==> src/rtl/riscv_alu_constants.sv <==
// riscv_alu_constants: ALU operation codes shared by the ALU and its control.
package riscv_alu_constants;
    localparam logic [3:0] ALUOP_ADD = 4'd0;
    localparam logic [3:0] ALUOP_SUB = 4'd1;
    localparam logic [3:0] ALUOP_AND = 4'd2;
    localparam logic [3:0] ALUOP_OR  = 4'd3;
    localparam logic [3:0] ALUOP_XOR = 4'd4;
    localparam logic [3:0] ALUOP_LES = 4'd5;
    localparam logic [3:0] ALUOP_SLL = 4'd6;
    localparam logic [3:0] ALUOP_SRL = 4'd7;
    localparam logic [3:0] ALUOP_SRA = 4'd8;
endpackage

==> src/rtl/riscv_mc_pkg.sv <==
// riscv_mc_pkg: states, opcodes and datapath select encodings of the multicycle control.
// Defining RISCV_MC_TRAP_EN turns illegal instructions into a sticky trap.
package riscv_mc_pkg;
    import riscv_alu_constants::*;
    typedef enum logic [3:0] {
        S_FETCH, S_DECODE, S_EXEC_R, S_EXEC_I, S_EXEC_LUI, S_ALU_WB, S_MEM_ADDR,
        S_MEM_RD, S_MEM_WB, S_MEM_WR, S_BRANCH, S_JAL, S_ERROR
    } state_t;
    localparam logic [6:0] OP_R      = 7'b0110011;
    localparam logic [6:0] OP_I      = 7'b0010011;
    localparam logic [6:0] OP_LOAD   = 7'b0000011;
    localparam logic [6:0] OP_STORE  = 7'b0100011;
    localparam logic [6:0] OP_BRANCH = 7'b1100011;
    localparam logic [6:0] OP_JAL    = 7'b1101111;
    localparam logic [6:0] OP_LUI    = 7'b0110111;
    localparam logic [1:0] ALU_A_PC    = 2'd0;
    localparam logic [1:0] ALU_A_OLDPC = 2'd1;
    localparam logic [1:0] ALU_A_RS1   = 2'd2;
    localparam logic [1:0] ALU_A_ZERO  = 2'd3;
    localparam logic [1:0] ALU_B_RS2   = 2'd0;
    localparam logic [1:0] ALU_B_IMM   = 2'd1;
    localparam logic [1:0] ALU_B_FOUR  = 2'd2;
    localparam logic [1:0] WB_ALU = 2'd0;
    localparam logic [1:0] WB_MDR = 2'd1;
    localparam logic [1:0] WB_PC  = 2'd2;
    localparam logic PC_SRC_ALU    = 1'b0;
    localparam logic PC_SRC_ALUOUT = 1'b1;
`ifdef RISCV_MC_TRAP_EN
    localparam logic TRAP_EN = 1'b1;
`else
    localparam logic TRAP_EN = 1'b0;
`endif
endpackage

==> src/rtl/riscv_mc_control_if.sv <==
// riscv_mc_control_if: control <-> datapath/memory signal bundle.
interface riscv_mc_control_if;
    logic [31:0] instr;
    logic        alu_zero;
    logic        mem_ready;
    logic        mem_req;
    logic        mem_we;
    logic        addr_sel;
    logic        ir_write;
    logic        pc_write;
    logic        pc_src;
    logic [1:0]  alu_src_a;
    logic [1:0]  alu_src_b;
    logic [3:0]  alu_op;
    logic        reg_write;
    logic [1:0]  wb_sel;
    logic        bus_err;
    logic        illegal_insn;
    modport master (
        input  instr, alu_zero, mem_ready,
        output mem_req, mem_we, addr_sel, ir_write, pc_write, pc_src,
               alu_src_a, alu_src_b, alu_op, reg_write, wb_sel, bus_err, illegal_insn
    );
    modport slave (
        output instr, alu_zero, mem_ready,
        input  mem_req, mem_we, addr_sel, ir_write, pc_write, pc_src,
               alu_src_a, alu_src_b, alu_op, reg_write, wb_sel, bus_err, illegal_insn
    );
endinterface

==> src/rtl/riscv_alu_decode.sv <==
// riscv_alu_decode: funct3/funct7 to ALU operation for R- and I-type instructions.
module riscv_alu_decode
    import riscv_alu_constants::*;
    import riscv_mc_pkg::*;
(
    input  logic [6:0] opcode,
    input  logic [2:0] funct3,
    input  logic       funct7_5,
    output logic [3:0] alu_op,
    output logic       illegal
);
    always_comb begin
        alu_op  = ALUOP_ADD;
        illegal = 1'b0;
        case (funct3)
            3'b000:  alu_op = (funct7_5 && opcode == OP_R) ? ALUOP_SUB : ALUOP_ADD;
            3'b001:  alu_op = ALUOP_SLL;
            3'b010:  alu_op = ALUOP_LES;
            3'b011:  illegal = 1'b1;
            3'b100:  alu_op = ALUOP_XOR;
            3'b101:  alu_op = funct7_5 ? ALUOP_SRA : ALUOP_SRL;
            3'b110:  alu_op = ALUOP_OR;
            default: alu_op = ALUOP_AND;
        endcase
    end
endmodule

==> src/rtl/riscv_mc_control.sv <==
// riscv_mc_control: multicycle FETCH/DECODE/EXECUTE/MEM/WB sequencer with memory timeout.
// Illegal-instruction trapping is enabled by RISCV_MC_TRAP_EN.
module riscv_mc_control
    import riscv_alu_constants::*;
    import riscv_mc_pkg::*;
#(
    parameter int unsigned MEM_TIMEOUT = 255
) (
    input logic                      clk,
    input logic                      rst_n,
    riscv_mc_control_if.master       bus
);
    localparam logic [7:0] WAIT_LAST = 8'(MEM_TIMEOUT - 1);
    state_t     state_q, state_d, nxt;
    logic [7:0] wait_q, wait_d;
    logic       bus_err_q, bus_err_d, illegal_q, illegal_d;
    logic       ill, waiting, dec_illegal;
    logic [3:0] dec_op;
    logic [6:0] opcode;
    logic [2:0] funct3;
    assign opcode = bus.instr[6:0];
    assign funct3 = bus.instr[14:12];
    riscv_alu_decode u_dec (
        .opcode   (opcode),
        .funct3   (funct3),
        .funct7_5 (bus.instr[30]),
        .alu_op   (dec_op),
        .illegal  (dec_illegal)
    );
    always_comb begin
        state_d       = state_q;
        wait_d        = '0;
        bus_err_d     = bus_err_q;
        illegal_d     = illegal_q;
        nxt           = S_FETCH;
        ill           = 1'b0;
        waiting       = 1'b0;
        bus.mem_req   = 1'b0;
        bus.mem_we    = 1'b0;
        bus.addr_sel  = 1'b0;
        bus.ir_write  = 1'b0;
        bus.pc_write  = 1'b0;
        bus.pc_src    = PC_SRC_ALU;
        bus.alu_src_a = ALU_A_PC;
        bus.alu_src_b = ALU_B_RS2;
        bus.alu_op    = ALUOP_ADD;
        bus.reg_write = 1'b0;
        bus.wb_sel    = WB_ALU;
        if (rst_n) begin
            case (state_q)
                S_FETCH: begin
                    bus.mem_req   = 1'b1;
                    bus.alu_src_b = ALU_B_FOUR;
                    bus.ir_write  = bus.mem_ready;
                    bus.pc_write  = bus.mem_ready;
                    waiting       = !bus.mem_ready;
                    state_d       = bus.mem_ready ? S_DECODE : S_FETCH;
                end
                S_DECODE: begin
                    bus.alu_src_a = ALU_A_OLDPC;
                    bus.alu_src_b = ALU_B_IMM;
                    case (opcode)
                        OP_R:              begin nxt = S_EXEC_R; ill = dec_illegal; end
                        OP_I:              begin nxt = S_EXEC_I; ill = dec_illegal; end
                        OP_LOAD, OP_STORE: nxt = S_MEM_ADDR;
                        OP_BRANCH:         begin nxt = S_BRANCH; ill = funct3[2:1] != 2'b00; end
                        OP_JAL:            nxt = S_JAL;
                        OP_LUI:            nxt = S_EXEC_LUI;
                        default:           ill = 1'b1;
                    endcase
                    // without trapping an illegal op is a NOP: PC already advanced in FETCH
                    state_d   = !ill ? nxt : (TRAP_EN ? S_ERROR : S_FETCH);
                    illegal_d = illegal_q | (ill & TRAP_EN);
                end
                S_EXEC_R: begin
                    bus.alu_src_a = ALU_A_RS1;
                    bus.alu_op    = dec_op;
                    state_d       = S_ALU_WB;
                end
                S_EXEC_I: begin
                    bus.alu_src_a = ALU_A_RS1;
                    bus.alu_src_b = ALU_B_IMM;
                    bus.alu_op    = dec_op;
                    state_d       = S_ALU_WB;
                end
                S_EXEC_LUI: begin
                    bus.alu_src_a = ALU_A_ZERO;
                    bus.alu_src_b = ALU_B_IMM;
                    state_d       = S_ALU_WB;
                end
                S_ALU_WB: begin
                    bus.reg_write = 1'b1;
                    state_d       = S_FETCH;
                end
                S_MEM_ADDR: begin
                    bus.alu_src_a = ALU_A_RS1;
                    bus.alu_src_b = ALU_B_IMM;
                    state_d       = (opcode == OP_STORE) ? S_MEM_WR : S_MEM_RD;
                end
                S_MEM_RD: begin
                    bus.mem_req  = 1'b1;
                    bus.addr_sel = 1'b1;
                    waiting      = !bus.mem_ready;
                    state_d      = bus.mem_ready ? S_MEM_WB : S_MEM_RD;
                end
                S_MEM_WB: begin
                    bus.reg_write = 1'b1;
                    bus.wb_sel    = WB_MDR;
                    state_d       = S_FETCH;
                end
                S_MEM_WR: begin
                    bus.mem_req  = 1'b1;
                    bus.mem_we   = 1'b1;
                    bus.addr_sel = 1'b1;
                    waiting      = !bus.mem_ready;
                    state_d      = bus.mem_ready ? S_FETCH : S_MEM_WR;
                end
                S_BRANCH: begin
                    bus.alu_src_a = ALU_A_RS1;
                    bus.alu_op    = ALUOP_SUB;
                    bus.pc_write  = bus.alu_zero ^ funct3[0];
                    bus.pc_src    = PC_SRC_ALUOUT;
                    state_d       = S_FETCH;
                end
                S_JAL: begin
                    bus.reg_write = 1'b1;
                    bus.wb_sel    = WB_PC;
                    bus.pc_write  = 1'b1;
                    bus.pc_src    = PC_SRC_ALUOUT;
                    state_d       = S_FETCH;
                end
                default: state_d = S_ERROR;
            endcase
            // ready on the final allowed cycle clears waiting, so the access completes
            if (waiting && wait_q == WAIT_LAST) begin
                state_d   = S_ERROR;
                bus_err_d = 1'b1;
            end else if (waiting) begin
                wait_d = wait_q + 8'd1;
            end
        end
    end
    always_ff @(posedge clk) begin
        if (!rst_n) begin
            state_q   <= S_FETCH;
            wait_q    <= '0;
            bus_err_q <= 1'b0;
            illegal_q <= 1'b0;
        end else begin
            state_q   <= state_d;
            wait_q    <= wait_d;
            bus_err_q <= bus_err_d;
            illegal_q <= illegal_d;
        end
    end
    assign bus.bus_err      = rst_n & bus_err_q;
    assign bus.illegal_insn = TRAP_EN & rst_n & illegal_q;
endmodule

==> src/flat_wrapper.sv <==
// flat-port wrapper written by rule: the top's interface ports become plain ports
module riscv_mc_control_flat import riscv_alu_constants::*; import riscv_mc_pkg::*;
#(
    parameter int unsigned MEM_TIMEOUT = 255
)
  (clk, rst_n, bus_instr, bus_alu_zero, bus_mem_ready, bus_mem_req, bus_mem_we, bus_addr_sel, bus_ir_write, bus_pc_write, bus_pc_src, bus_alu_src_a, bus_alu_src_b, bus_alu_op, bus_reg_write, bus_wb_sel, bus_bus_err, bus_illegal_insn);
  riscv_mc_control_if bus_i ();
  input logic clk;
  input logic rst_n;
  input wire logic [$bits(bus_i.instr)-1:0] bus_instr;
  input wire logic [$bits(bus_i.alu_zero)-1:0] bus_alu_zero;
  input wire logic [$bits(bus_i.mem_ready)-1:0] bus_mem_ready;
  output wire logic [$bits(bus_i.mem_req)-1:0] bus_mem_req;
  output wire logic [$bits(bus_i.mem_we)-1:0] bus_mem_we;
  output wire logic [$bits(bus_i.addr_sel)-1:0] bus_addr_sel;
  output wire logic [$bits(bus_i.ir_write)-1:0] bus_ir_write;
  output wire logic [$bits(bus_i.pc_write)-1:0] bus_pc_write;
  output wire logic [$bits(bus_i.pc_src)-1:0] bus_pc_src;
  output wire logic [$bits(bus_i.alu_src_a)-1:0] bus_alu_src_a;
  output wire logic [$bits(bus_i.alu_src_b)-1:0] bus_alu_src_b;
  output wire logic [$bits(bus_i.alu_op)-1:0] bus_alu_op;
  output wire logic [$bits(bus_i.reg_write)-1:0] bus_reg_write;
  output wire logic [$bits(bus_i.wb_sel)-1:0] bus_wb_sel;
  output wire logic [$bits(bus_i.bus_err)-1:0] bus_bus_err;
  output wire logic [$bits(bus_i.illegal_insn)-1:0] bus_illegal_insn;
  assign bus_i.instr = bus_instr;
  assign bus_i.alu_zero = bus_alu_zero;
  assign bus_i.mem_ready = bus_mem_ready;
  assign bus_mem_req = bus_i.mem_req;
  assign bus_mem_we = bus_i.mem_we;
  assign bus_addr_sel = bus_i.addr_sel;
  assign bus_ir_write = bus_i.ir_write;
  assign bus_pc_write = bus_i.pc_write;
  assign bus_pc_src = bus_i.pc_src;
  assign bus_alu_src_a = bus_i.alu_src_a;
  assign bus_alu_src_b = bus_i.alu_src_b;
  assign bus_alu_op = bus_i.alu_op;
  assign bus_reg_write = bus_i.reg_write;
  assign bus_wb_sel = bus_i.wb_sel;
  assign bus_bus_err = bus_i.bus_err;
  assign bus_illegal_insn = bus_i.illegal_insn;
  riscv_mc_control #(.MEM_TIMEOUT(MEM_TIMEOUT)) u_core (.clk(clk), .rst_n(rst_n), .bus(bus_i));
endmodule
==> config.mk <==
export PLATFORM = sky130hd
export DESIGN_NAME = riscv_mc_control_flat
export DESIGN_NICKNAME = d
export VERILOG_FILES = /design/src/rtl/riscv_alu_constants.sv /design/src/rtl/riscv_mc_pkg.sv /design/src/rtl/riscv_mc_control_if.sv /design/src/rtl/riscv_alu_decode.sv /design/src/rtl/riscv_mc_control.sv /design/src/flat_wrapper.sv
export SDC_FILE = /design/constraint.sdc
export NUM_CORES = 1
export LEC_CHECK = 0
export BUFFER_PORTS_ARGS = -buffer_cell sky130_fd_sc_hd__buf_4
export CORE_AREA = 2 2 55 57
export DETAILED_ROUTE_END_ITERATION = 8
export DIE_AREA = 0 0 57 59
export HOLD_SLACK_MARGIN = 0.08
export PLACE_DENSITY = 0.7
export SETUP_SLACK_MARGIN = 0.3
export SYNTH_ARGS = -nofsm -noshare
export SYNTH_HDL_FRONTEND = slang
export SYNTH_SLANG_ARGS = --single-unit
export TNS_END_PERCENT = 1
==> constraint.sdc <==
create_clock -name clk -period 1.6 [get_ports clk]
set_clock_uncertainty 0.05 [all_clocks]
set_input_delay 0.32 -clock clk [delete_from_list [all_inputs] [get_ports clk]]
set_output_delay 0.32 -clock clk [all_outputs]
set_load 0.01 [all_outputs]
==> qor.txt <==
DIE WIDTH: 57 um
Final Non-Filler Cells: 247
Row cnt: 19
Die area: 3360 um^2
Post-synthesis sequential area ratio: 0.243
FF+latch count, synth: 13
Setup TNS: -2.08 ns
Minimum clock period: 1.82 ns
Hold depth: 2
Synth area leader: dfxtp_1
Final setup violating endpoints: 18
Synth Flop Type: dfxtp_1
Post-route clock period utilization: 1.13
I/O Buffers: 32
Total grt overflow: 0
DIE HEIGHT: 59 um
RSZ-0062 raised after global routing: true
TritonCTS Sinks: 13
Failing checks: negative setup slack
TritonCTS clock tree: built
Post-DP HPWL: 2360 um
Insertion delay to the later sink of the worst-skew pair: 0.27 ns
Post-synth top area share: 0.243
Hold path start: rst_n
Final count of pins violating max slew: 0
Initial Util: 0.395
Final #Nets: 255
Reg2reg path depth: 6
Area of the mapped netlist: 1070 um^2
Placed cells: 230
Final non-filler cell area: 1830 um^2
Final worst slack: -0.215 ns
DR pass1 iterations: 4
Setup slack, reg-to-reg: -0.12 ns
Fraction of registers with async set/reset: 0
Setup crit start: u_core.state_q[3]
Crit path arrival time: 1.45 ns
Post-synth net total: 192
Clk slew on worst S/H paths: 0.07 ns
Antenna Cells: 0
MaxCap Viol Count: 0
P&R area growth vs syn: 71.1%
Crit end category: output port
CTS Buf Count: 3
Gp weighted congestion: 0.824
Pwr dens: 399 nW/um^2
Number of synthesized flops with an enable pin: 0
Remaining routing DRC violations: 0
Final core utilization: 0.676
Core ar.: 2710 um^2
Static leakage: 0.790 nW
Hold Vio Cnt, Final: 0
# IOs: 55
WHS: 0.321 ns
Initial antenna violation count: 0
ANT nets after route: 0
First-pass GRT wire length: 5490 um
Syn Inst Count: 154
H-Tree Depth: 1
Total power: 0.731 mW
Via count of the routed design: 1,343
Critical path startpoint category: flip-flop
Vias in the first global route: 1,270
Commonest cells post-synth: nor2_1 (22), dfxtp_1 (13), nand2_1 (12)
Synth unique cells: 43
Total GRT Usage: 0.201
WL/cell: 13.7 um
CTS max path bufs: 2
Syn_area_per_cell: 6.95 um^2
CTS Root Cell: clkbuf_4
YS warnings: 0
Worst EP required: 1.23 ns
Crit Reg-Reg Startpoint: u_core.state_q[3]
Max frequency: 551 MHz
1st-iter DRT viols: 31
Final wirelength: 3380 um
Largest net degree at the start of global routing: 14
Share of cells above drive strength 1: 0.468
Hold/Removal Path Class: in -> reg
Post-Place Worst Slack: -0.223 ns
VDD IR-drop max: 0.000512 V
Dpl cell area: 1570 um^2
Kind of critical path: reg -> out
Most common cell in the netlist: nor2_1
Largest cells by area after synthesis: dfxtp_1 (24%), nor2_1 (7.7%), a21oi_1 (4.7%)
Via density: 5.44
CP max FO: 8
Status: finished with violations
-- final timing paths --
check	endpoint
worst max-delay path	bus_mem_req
worst min-delay path	u_core.state_q[2]
worst max register to register	u_core.state_q[2]
worst min register to register	u_core.bus_err_q
-- cells by family (layout without fill, tap and decap cells) --
family | after synthesis | in the layout | share of synthesized area
AOI/OAI and AO/OA | 32 | 32 | 0.204
and+or+nand+nor | 82 | 82 | 0.397
buffers and inverters | 16 | 78 | 0.0631
xor gates and xnor gates | 8 | 8 | 0.0654
adders and majority gates | 2 | 2 | 0.0234
DFF | 13 | 13 | 0.243
other | 1 | 1 | 0.00350
-- worst max-delay path, stage by stage, from the launching register on --
cell,delay (ns)
dfxtp_4,0.41
nand3b_1,0.16
o21ai_1,0.09
and3_1,0.16
or2_4,0.23
buf_6,0.12
-- report_power, final --
part	switching, mW	internal, mW
sequential	0.00564	0.323
clock	0.0991	0.0966
combinational	0.104	0.103
-- routing by layer --
layer  global-route usage  routed length [um]  vias to the layer above
met4               0.0930                  58                        0
li1                     -                   -                      677
met3               0.0109                 126                        6
met1                0.240                1370                      629
met2                0.373                1830                       31
met5                    0                   0                        -
-- state kept, by name, indices dropped and copies added, names as in the netlist --
name / flops
u_core.wait_q: 8
u_core.state_q: 4
u_core.bus_err_q: 1
-- layout make-up --
type,instances,area (um^2)
fill,224,877
tap,31,38.8
timing repair buffer,68,546
multi-input combinational,125,923
clock buffer,4,26.3
sequential,13,277
inverter,6,22.5
-- repair_timing --
item                       in CTS  in global routing
resized for setup              24                  7
pin swaps                      12                  3
hold buffers                    0                  0
setup endpoints to repair      30                 30
setup buffers                  12                  1
-- layout by cell type, fill, tap and decap left out, types with 2 or more instances in the layout --
cell type,n
nand3_1,7
and2_1,2
o21ai_1,2
nor3_2,2
clkbuf_4,3
a21oi_1,9
ha_1,2
nand2_1,12
buf_6,4
a211oi_2,3
nor3_1,7
nor2_1,19
dfxtp_1,8
nand2b_4,2
xnor2_1,4
buf_4,62
nor2_4,2
nand2b_1,3
nor4_2,2
inv_1,6
and3_1,5
a31oi_1,2
nand3b_1,2
xor2_1,3
dfxtp_4,4
o211a_1,2
nor2b_4,2
No activity file was read; power rests on OpenSTA's default activity.
